## config.mk

```make
export PLATFORM = sky130hd
export DESIGN_NAME = leb128_encoder
export DESIGN_NICKNAME = d
export VERILOG_FILES = /design/src/rtl/leb128_encoder.sv
export SDC_FILE = /design/constraint.sdc
export NUM_CORES = 1
export LEC_CHECK = 0
export CAP_MARGIN = 25
export CELL_PAD_IN_SITES_DETAIL_PLACEMENT = 1
export CELL_PAD_IN_SITES_GLOBAL_PLACEMENT = 1
export CORE_MARGIN = 3
export CORE_UTILIZATION = 42
export DETAILED_ROUTE_END_ITERATION = 16
export PLACE_DENSITY_LB_ADDON = 0.1
export REMOVE_ABC_BUFFERS = 1
export SLEW_MARGIN = 40
export SYNTH_ARGS = -nofsm -noshare
export SYNTH_HDL_FRONTEND = slang
export SYNTH_SLANG_ARGS = --single-unit
```

## constraint.sdc

```tcl
create_clock -name clk -period 6 [get_ports clk]
set_clock_uncertainty 0.15 [all_clocks]
set_input_delay 1.2 -clock clk [delete_from_list [all_inputs] [get_ports clk]]
set_output_delay 1.2 -clock clk [all_outputs]
set_load 0.005 [all_outputs]
```

## src/rtl/leb128_encoder.sv

```systemverilog
// rtl/leb128_encoder.sv - signed/unsigned LEB128 byte-stream encoder
// Optional out_count port is enabled by defining LEB128_COUNT_EN.
module leb128_encoder #(
  parameter int WIDTH = 64
) (
  input  logic             clk,
  input  logic             reset,
  input  logic [WIDTH-1:0] in_data,
  input  logic             in_signed,
  input  logic             in_valid,
  output logic             in_ready,
  output logic [7:0]       out_data,
  output logic             out_valid,
  input  logic             out_ready,
  output logic             out_last
`ifdef LEB128_COUNT_EN
  ,
  output logic [3:0]       out_count
`endif
);

  localparam int MAX_BYTES = (WIDTH + 6) / 7;
  localparam logic [3:0] CNT_LAST = 4'(MAX_BYTES - 1);

  typedef enum logic {
    S_IDLE,
    S_EMIT
  } state_t;

  state_t           r_state;
  logic [WIDTH-1:0] r_sreg;
  logic             r_signed;
  logic [3:0]       r_cnt;
  logic             r_in_ready;
  logic             r_out_valid;

  logic [WIDTH-1:0] w_lsh;
  logic [WIDTH-1:0] w_ash;
  logic [WIDTH-1:0] w_shift;
  logic             w_last_val;
  logic             w_last;

  assign w_lsh   = r_sreg >> 7;
  assign w_ash   = WIDTH'($signed(r_sreg) >>> 7);
  assign w_shift = r_signed ? w_ash : w_lsh;

  // Signed encodings stop once the remaining bits are pure sign extension of bit 6.
  assign w_last_val = r_signed ? ((w_ash == '0 && !r_sreg[6]) || (w_ash == '1 && r_sreg[6]))
                               : (w_lsh == '0);
  assign w_last     = w_last_val || (r_cnt == CNT_LAST);

  assign in_ready  = r_in_ready;
  assign out_valid = r_out_valid;
  assign out_last  = r_out_valid & w_last;
  assign out_data  = r_out_valid ? {~w_last, r_sreg[6:0]} : 8'h00;

  always_ff @(posedge clk) begin
    if (!reset) begin
      r_state     <= S_IDLE;
      r_sreg      <= '0;
      r_signed    <= 1'b0;
      r_cnt       <= 4'd0;
      r_in_ready  <= 1'b1;
      r_out_valid <= 1'b0;
    end else begin
      case (r_state)
        S_IDLE: begin
          if (in_valid) begin
            r_sreg      <= in_data;
            r_signed    <= in_signed;
            r_cnt       <= 4'd0;
            r_state     <= S_EMIT;
            r_in_ready  <= 1'b0;
            r_out_valid <= 1'b1;
          end
        end
        S_EMIT: begin
          if (out_ready) begin
            if (w_last) begin
              r_state     <= S_IDLE;
              r_in_ready  <= 1'b1;
              r_out_valid <= 1'b0;
            end else begin
              r_sreg <= w_shift;
              r_cnt  <= r_cnt + 4'd1;
            end
          end
        end
        default: r_state <= S_IDLE;
      endcase
    end
  end

`ifdef LEB128_COUNT_EN
  logic [3:0] r_count;

  assign out_count = r_count;

  always_ff @(posedge clk) begin
    if (!reset) begin
      r_count <= 4'd0;
    end else if (r_out_valid && out_ready && w_last) begin
      r_count <= r_cnt + 4'd1;
    end
  end
`endif

endmodule

```

==> results of run 1 <==
[kinds of logic after synthesis]
family,Yosys count,share of synthesized area
flip-flops,72,0.387
AND/OR/NAND/NOR,104,0.163
adder cells (fa/ha/maj),2,0.00671
multiplexers,57,0.153
buffers and inverters,40,0.0530
AO/OA/AOI/OAI,113,0.238
[where the power goes]
| group | internal, mW | switching [mW] |
|---|---|---|
| registers | 0.522 | 0.0549 |
| logic | 0.128 | 0.113 |
| clock network | 0.206 | 0.189 |
| total | 0.856 | 0.357 |
[path summary, 6_finish.rpt]
kind	end	slack [ps]	cells after the start
worst min register to register	r_cnt[3]	340	2
worst max register to register	r_sreg[9]	3230	6
worst min-delay path	r_cnt[3]	340	2
worst max-delay path	out_last	2140	5
[area by class of cell]
cell class | instances | share of cell area
Clock buffer | 12 | 0.0306
Clock inverter | 4 | 0.0111
Inverter | 4 | 0.00317
Multi-Input combinational cell | 276 | 0.443
Sequential cell | 72 | 0.305
Tap cell | 105 | 0.0277
Timing Repair Buffer | 84 | 0.180
[Yosys cell counts]
library cell | instances | area [um^2]
o21ai_0 | 5 | 25.0
o21ai_1 | 20 | 100
ha_1 | 2 | 25.0
nand4_2 | 1 | 12.5
buf_6 | 5 | 56.3
nor2b_1 | 1 | 6.26
o211a_1 | 35 | 350
nand2_1 | 6 | 22.5
or4_4 | 1 | 11.3
a21oi_1 | 4 | 20.0
buf_2 | 8 | 40.0
o21ai_2 | 15 | 131
nand3_1 | 6 | 30.0
nor3_2 | 1 | 10.0
nand2b_1 | 7 | 43.8
nor4_1 | 16 | 100
a211oi_1 | 24 | 180
nand2_4 | 1 | 11.3
nand4_1 | 18 | 113
or3_1 | 3 | 18.8
nand3b_1 | 1 | 7.51
nor3_1 | 30 | 150
mux2i_1 | 57 | 571
and2_1 | 8 | 50.1
o21a_1 | 1 | 7.51
a311oi_1 | 6 | 52.6
inv_1 | 4 | 15.0
nor2_1 | 3 | 11.3
and4_1 | 1 | 8.76
a21boi_0 | 1 | 7.51
a31oi_1 | 2 | 12.5
clkbuf_1 | 18 | 67.6
buf_1 | 5 | 18.8
dfxtp_1 | 72 | 1440
[routing by layer]
layer,part of all wire,global-route usage
met1,0.48,0.317
met2,0.46,0.355
met3,0.044,0.0299
met4,0.017,0.0746
met5,0,0
[placed cells by master, fill, tap and decap left out, types with 2 or more instances in the layout]
| master | synthesis | layout |
|---|---|---|
| dfxtp_1 | 72 | 71 |
| o21ai_1 | 20 | 20 |
| a31oi_1 | 2 | 2 |
| clkbuf_8 | 0 | 10 |
| nand4_1 | 18 | 18 |
| ha_1 | 2 | 2 |
| mux2i_1 | 57 | 57 |
| or3_1 | 3 | 3 |
| nor3_1 | 30 | 30 |
| nand2_1 | 6 | 6 |
| a211oi_1 | 24 | 24 |
| inv_1 | 4 | 3 |
| nand3_1 | 6 | 6 |
| and2_1 | 8 | 8 |
| o21ai_2 | 15 | 15 |
| a21oi_1 | 4 | 4 |
| nor4_1 | 16 | 16 |
| nand2b_1 | 7 | 7 |
| clkbuf_1 | 18 | 2 |
| a311oi_1 | 6 | 6 |
| clkdlybuf4s50_1 | 0 | 79 |
| buf_4 | 0 | 3 |
| o21ai_0 | 5 | 5 |
| nor2_1 | 3 | 3 |
| o211a_1 | 35 | 35 |
[critical path: stages (launching register included)]
cell,delay [ps]
dfxtp_1,350
nor4_1,360
nand3_1,150
or4_4,590
a31oi_1,170
clkdlybuf4s50_1,550
[sequential cells by signal (all words and copies together), names as in the netlist]
name and cells:
r_cnt 4, r_sreg 64, in_ready 1, r_signed 1
out_valid 1, r_state 1
[through the flow]
step | setup slack [ps] | hold WS, ps | instances
finish | 2140 | 345 | 557
global route | 2030 | 363 | 557
CTS | 2130 | 351 | 557
detailed placement | 2500 | 332 | 541
global placement | 2200 | 322 | 540
floorplan | 872 | 305 | 352
==> impl_metrics.json, run 1 <==
{
  "p_leak_nw": 1.95,
  "overflow": 0,
  "seq_area_frac_synth": 0.387,
  "clk_pin_slew_worst_paths_ps": 80,
  "die_area_um2": 10000,
  "finalNetCount": 518,
  "start_kind": "register",
  "slew_violations": 0,
  "period_minus_slack_ps": 3860,
  "worstHoldStart": "r_cnt[3]",
  "wirelength_um": 11400,
  "diodes": 0,
  "vias": 3391,
  "finalCritPeriodShare": 0.643,
  "htree_levels": 3,
  "post_cts_resized": 0,
  "final_cell_area_um2": 4740,
  "fin_setup_tns_ps": 0,
  "cts_tree": "done",
  "status": "finished, final reports clean",
  "crit_fanout": 5,
  "die_w_um": 100,
  "ys_seq_elements": 72,
  "fmaxAchievable_mhz": 259,
  "io_pins": 80,
  "die_h_um": 100,
  "clk_latency_ps": 340,
  "yosysWarnings": 0,
  "syn_area_um2": 3730,
  "cp-startpoint": "r_sreg[52]",
  "antenna_found_initial": 0,
  "cts_made_buffers": 9,
  "viasPerCell": 6.09,
  "multi_input_area_um2": 2100,
  "firstDrtPassIters": 6,
  "ys_types": 34,
  "critical_path_class": "register to primary output",
  "ctsHoldBuffers": 0,
  "drt_iter0_markers": 96,
  "grt_max_degree": 66,
  "rsz0062_at_grt": "false",
  "postCtsSetupBuffers": 0,
  "drc_errors": 0,
  "wire_per_inst_um": 20.4,
  "grt_pass1_vias": 3376,
  "netlist_instances": 388,
  "dpl_cell_area_um2": 4540,
  "critical_path_required_ps": 4650,
  "r2r-start": "r_sreg[52]",
  "cts_root_buf": "clkbuf_8",
  "power_mw": 1.21,
  "power-per-cell-area_nw_per_um2": 256,
  "core_area_um2": 8420,
  "final_core_util": 0.563,
  "ir_drop_mv": 0.127,
  "clock_path_buffers": 2,
  "crit_path_end_kind": "primary output",
  "cap_viol_max_count": 0,
  "hpwl_um": 7700,
  "setup_viol": 0,
  "final-hold-violation-count": 0,
  "fillers": 964,
  "hold_class": "register to register",
  "ant_nets": 0,
  "initial_core_util": 0.443,
  "portBuffers": 79,
  "drive_gt1_frac": 0.0929,
  "avgSynthCellArea_um2": 9.61,
  "worst_ep_arrival_time_ps": 2510,
  "clock_sinks": 72,
  "syn_to_final_growth_pct": 27.1,
  "track_usage": 0.225,
  "worstMarginPinSlew_ps": 779,
  "grt_pass1_wl_um": 18000,
  "max_slew_margin": 0.481,
  "seqCellArea_um2": 1450,
  "gp_congestion": 0.825,
  "rows": 33
}
No activity file was read; power rests on OpenSTA's default activity.
==> run 2: changes to the inputs <==
- CORE_UTILIZATION: 42 -> 39
- clock period: 6 -> 3.7 ns (I/O delays scaled with it)
==> impl_metrics.json, run 2 (same netlist as run 1, synthesis figures left out) <==
{
  "rrSetupSlack_ps": 920,
  "htree_levels": 3,
  "status": "finished, final reports clean",
  "cts_tree": "done",
  "worstMarginPinSlew_ps": 750,
  "ant_nets": 0,
  "ctsHoldBuffers": 0,
  "viasPerCell": 5.81,
  "rows": 35,
  "grt_max_degree": 65,
  "layout_commonest_cell": "clkdlybuf4s50_1",
  "clk_latency_ps": 340,
  "clock_path_buffers": 2,
  "regMostFlops": "r_sreg",
  "start_kind": "register",
  "initial_core_util": 0.402,
  "grt_pass1_wl_um": 19000,
  "setup_viol": 0,
  "critical_path_required_ps": 2810,
  "r2r-start": "r_sreg[6]",
  "post_cts_resized": 0,
  "drive_gt1_frac": 0.0867,
  "drt_iter0_markers": 144,
  "multi_input_area_um2": 2100,
  "slew_violations": 0,
  "clock_sinks": 72,
  "critical_path_class": "register to primary output",
  "power-per-cell-area_nw_per_um2": 397,
  "grt_pass1_vias": 3531,
  "wirelength_um": 11800,
  "die_area_um2": 10800,
  "diodes": 0,
  "hpwl_um": 8010,
  "max_slew_margin": 0.500,
  "die_w_um": 104,
  "rsz0062_at_grt": "false",
  "firstDrtPassIters": 5,
  "p_leak_nw": 1.94,
  "period_minus_slack_ps": 3370,
  "finalNetCount": 518,
  "overflow": 0,
  "cap_viol_max_count": 0,
  "clk_pin_slew_worst_paths_ps": 70,
  "drc_errors": 0,
  "crit_fanout": 5,
  "track_usage": 0.218,
  "fin_hold_ws_ps": 347,
  "final_cell_mix": "79 x clkdlybuf4s50_1, 71 x dfxtp_1, 57 x mux2i_1, 35 x o211a_1, 30 x nor3_1",
  "power_mw": 1.88,
  "worst_ep_arrival_time_ps": 2480,
  "largest_register_ff_count": 64,
  "syn_to_final_growth_pct": 27.0,
  "postCtsSetupBuffers": 0,
  "vias": 3362,
  "io_pins": 80,
  "fillers": 1095,
  "ir_drop_mv": 0.203,
  "antenna_found_initial": 0,
  "reg2reg_depth": 6,
  "setup.worst_path.end": "out_last",
  "final_core_util": 0.510,
  "finalCritPeriodShare": 0.911,
  "hold_class": "register to register",
  "wire_per_inst_um": 20.4,
  "die_h_um": 104,
  "cp-startpoint": "r_sreg[44]",
  "final-hold-violation-count": 0,
  "top_regs": "r_sreg x64, r_cnt x4",
  "core_area_um2": 9280,
  "worstReg2RegEnd": "r_sreg[28]",
  "seqCellArea_um2": 1450,
  "gp_congestion": 0.775,
  "cts_made_buffers": 9,
  "crit_path_end_kind": "primary output",
  "cts_root_buf": "clkbuf_8",
  "portBuffers": 79,
  "fmaxAchievable_mhz": 297
}
run 2: changes by cell type in the layout (fill, tap and decap cells not counted), sizes merged:
| cell | previous run | this run |
|---|---|---|
| clkinv | 2 | 1 |
| inv | 5 | 4 |
| clkbuf | 12 | 13 |
| bufinv | 1 | 0 |
run 2: area by class of cell:
type | count | share of cell area
Clock buffer | 13 | 0.0335
Inverter | 4 | 0.00317
Clock inverter | 1 | 0.00106
Multi-Input combinational cell | 276 | 0.443
Tap cell | 129 | 0.0341
Sequential cell | 72 | 0.305
Timing Repair Buffer | 84 | 0.180
run 2: worst min-delay path by stage:
stage / from / endpoint / slack [ps] / cells after the start
floorplan: r_cnt[3] / r_cnt[3] / 310 / 2
global placement: r_cnt[3] / r_cnt[3] / 320 / 2
detailed placement: r_sreg[2] / r_sreg[2] / 330 / 1
CTS: r_sreg[2] / r_sreg[2] / 350 / 1
global route: r_sreg[2] / r_sreg[2] / 360 / 1
finish: r_cnt[3] / r_cnt[3] / 350 / 2
run 2: worst max-delay path, stage by stage, from the launching register on:
cell and delay (ps):
dfxtp_1 340, nor4_1 390, nand4_1 160, or4_4 550
a31oi_1 160, clkdlybuf4s50_1 520
run 2: per-stage QoR:
step                cells  cell area [um^2]  setup TNS, ps  setup slack, ps
floorplan             352              3550         -89190            -1430
global placement      565              4570              0              699
detailed placement    565              4570              0              692
CTS                   579              4740              0              301
global route          579              4740              0              187
finish                579              4740              0              330
run 2: where the power goes:
| group | leakage (nW) | internal (mW) | switching, mW |
|---|---|---|---|
| registers | 0.597 | 0.847 | 0.0973 |
| clock network | 0.0854 | 0.273 | 0.282 |
| logic | 1.25 | 0.206 | 0.173 |
| total | 1.94 | 1.33 | 0.553 |
run 2: per-layer routing:
layer / track usage / share of wire / vias up
met1: 0.307 / 0.48 / 1638
met3: 0.0374 / 0.050 / 10
met2: 0.344 / 0.46 / 89
li1: - / - / 1625
met5: 0 / 0 / -
met4: 0.0665 / 0.011 / 0
==> run 3: changes to the inputs <==
- CTS_CLUSTER_SIZE: not set -> 16
==> results of run 3 <==
No change in the layout: final DEF, timing and power equal those of run 2.
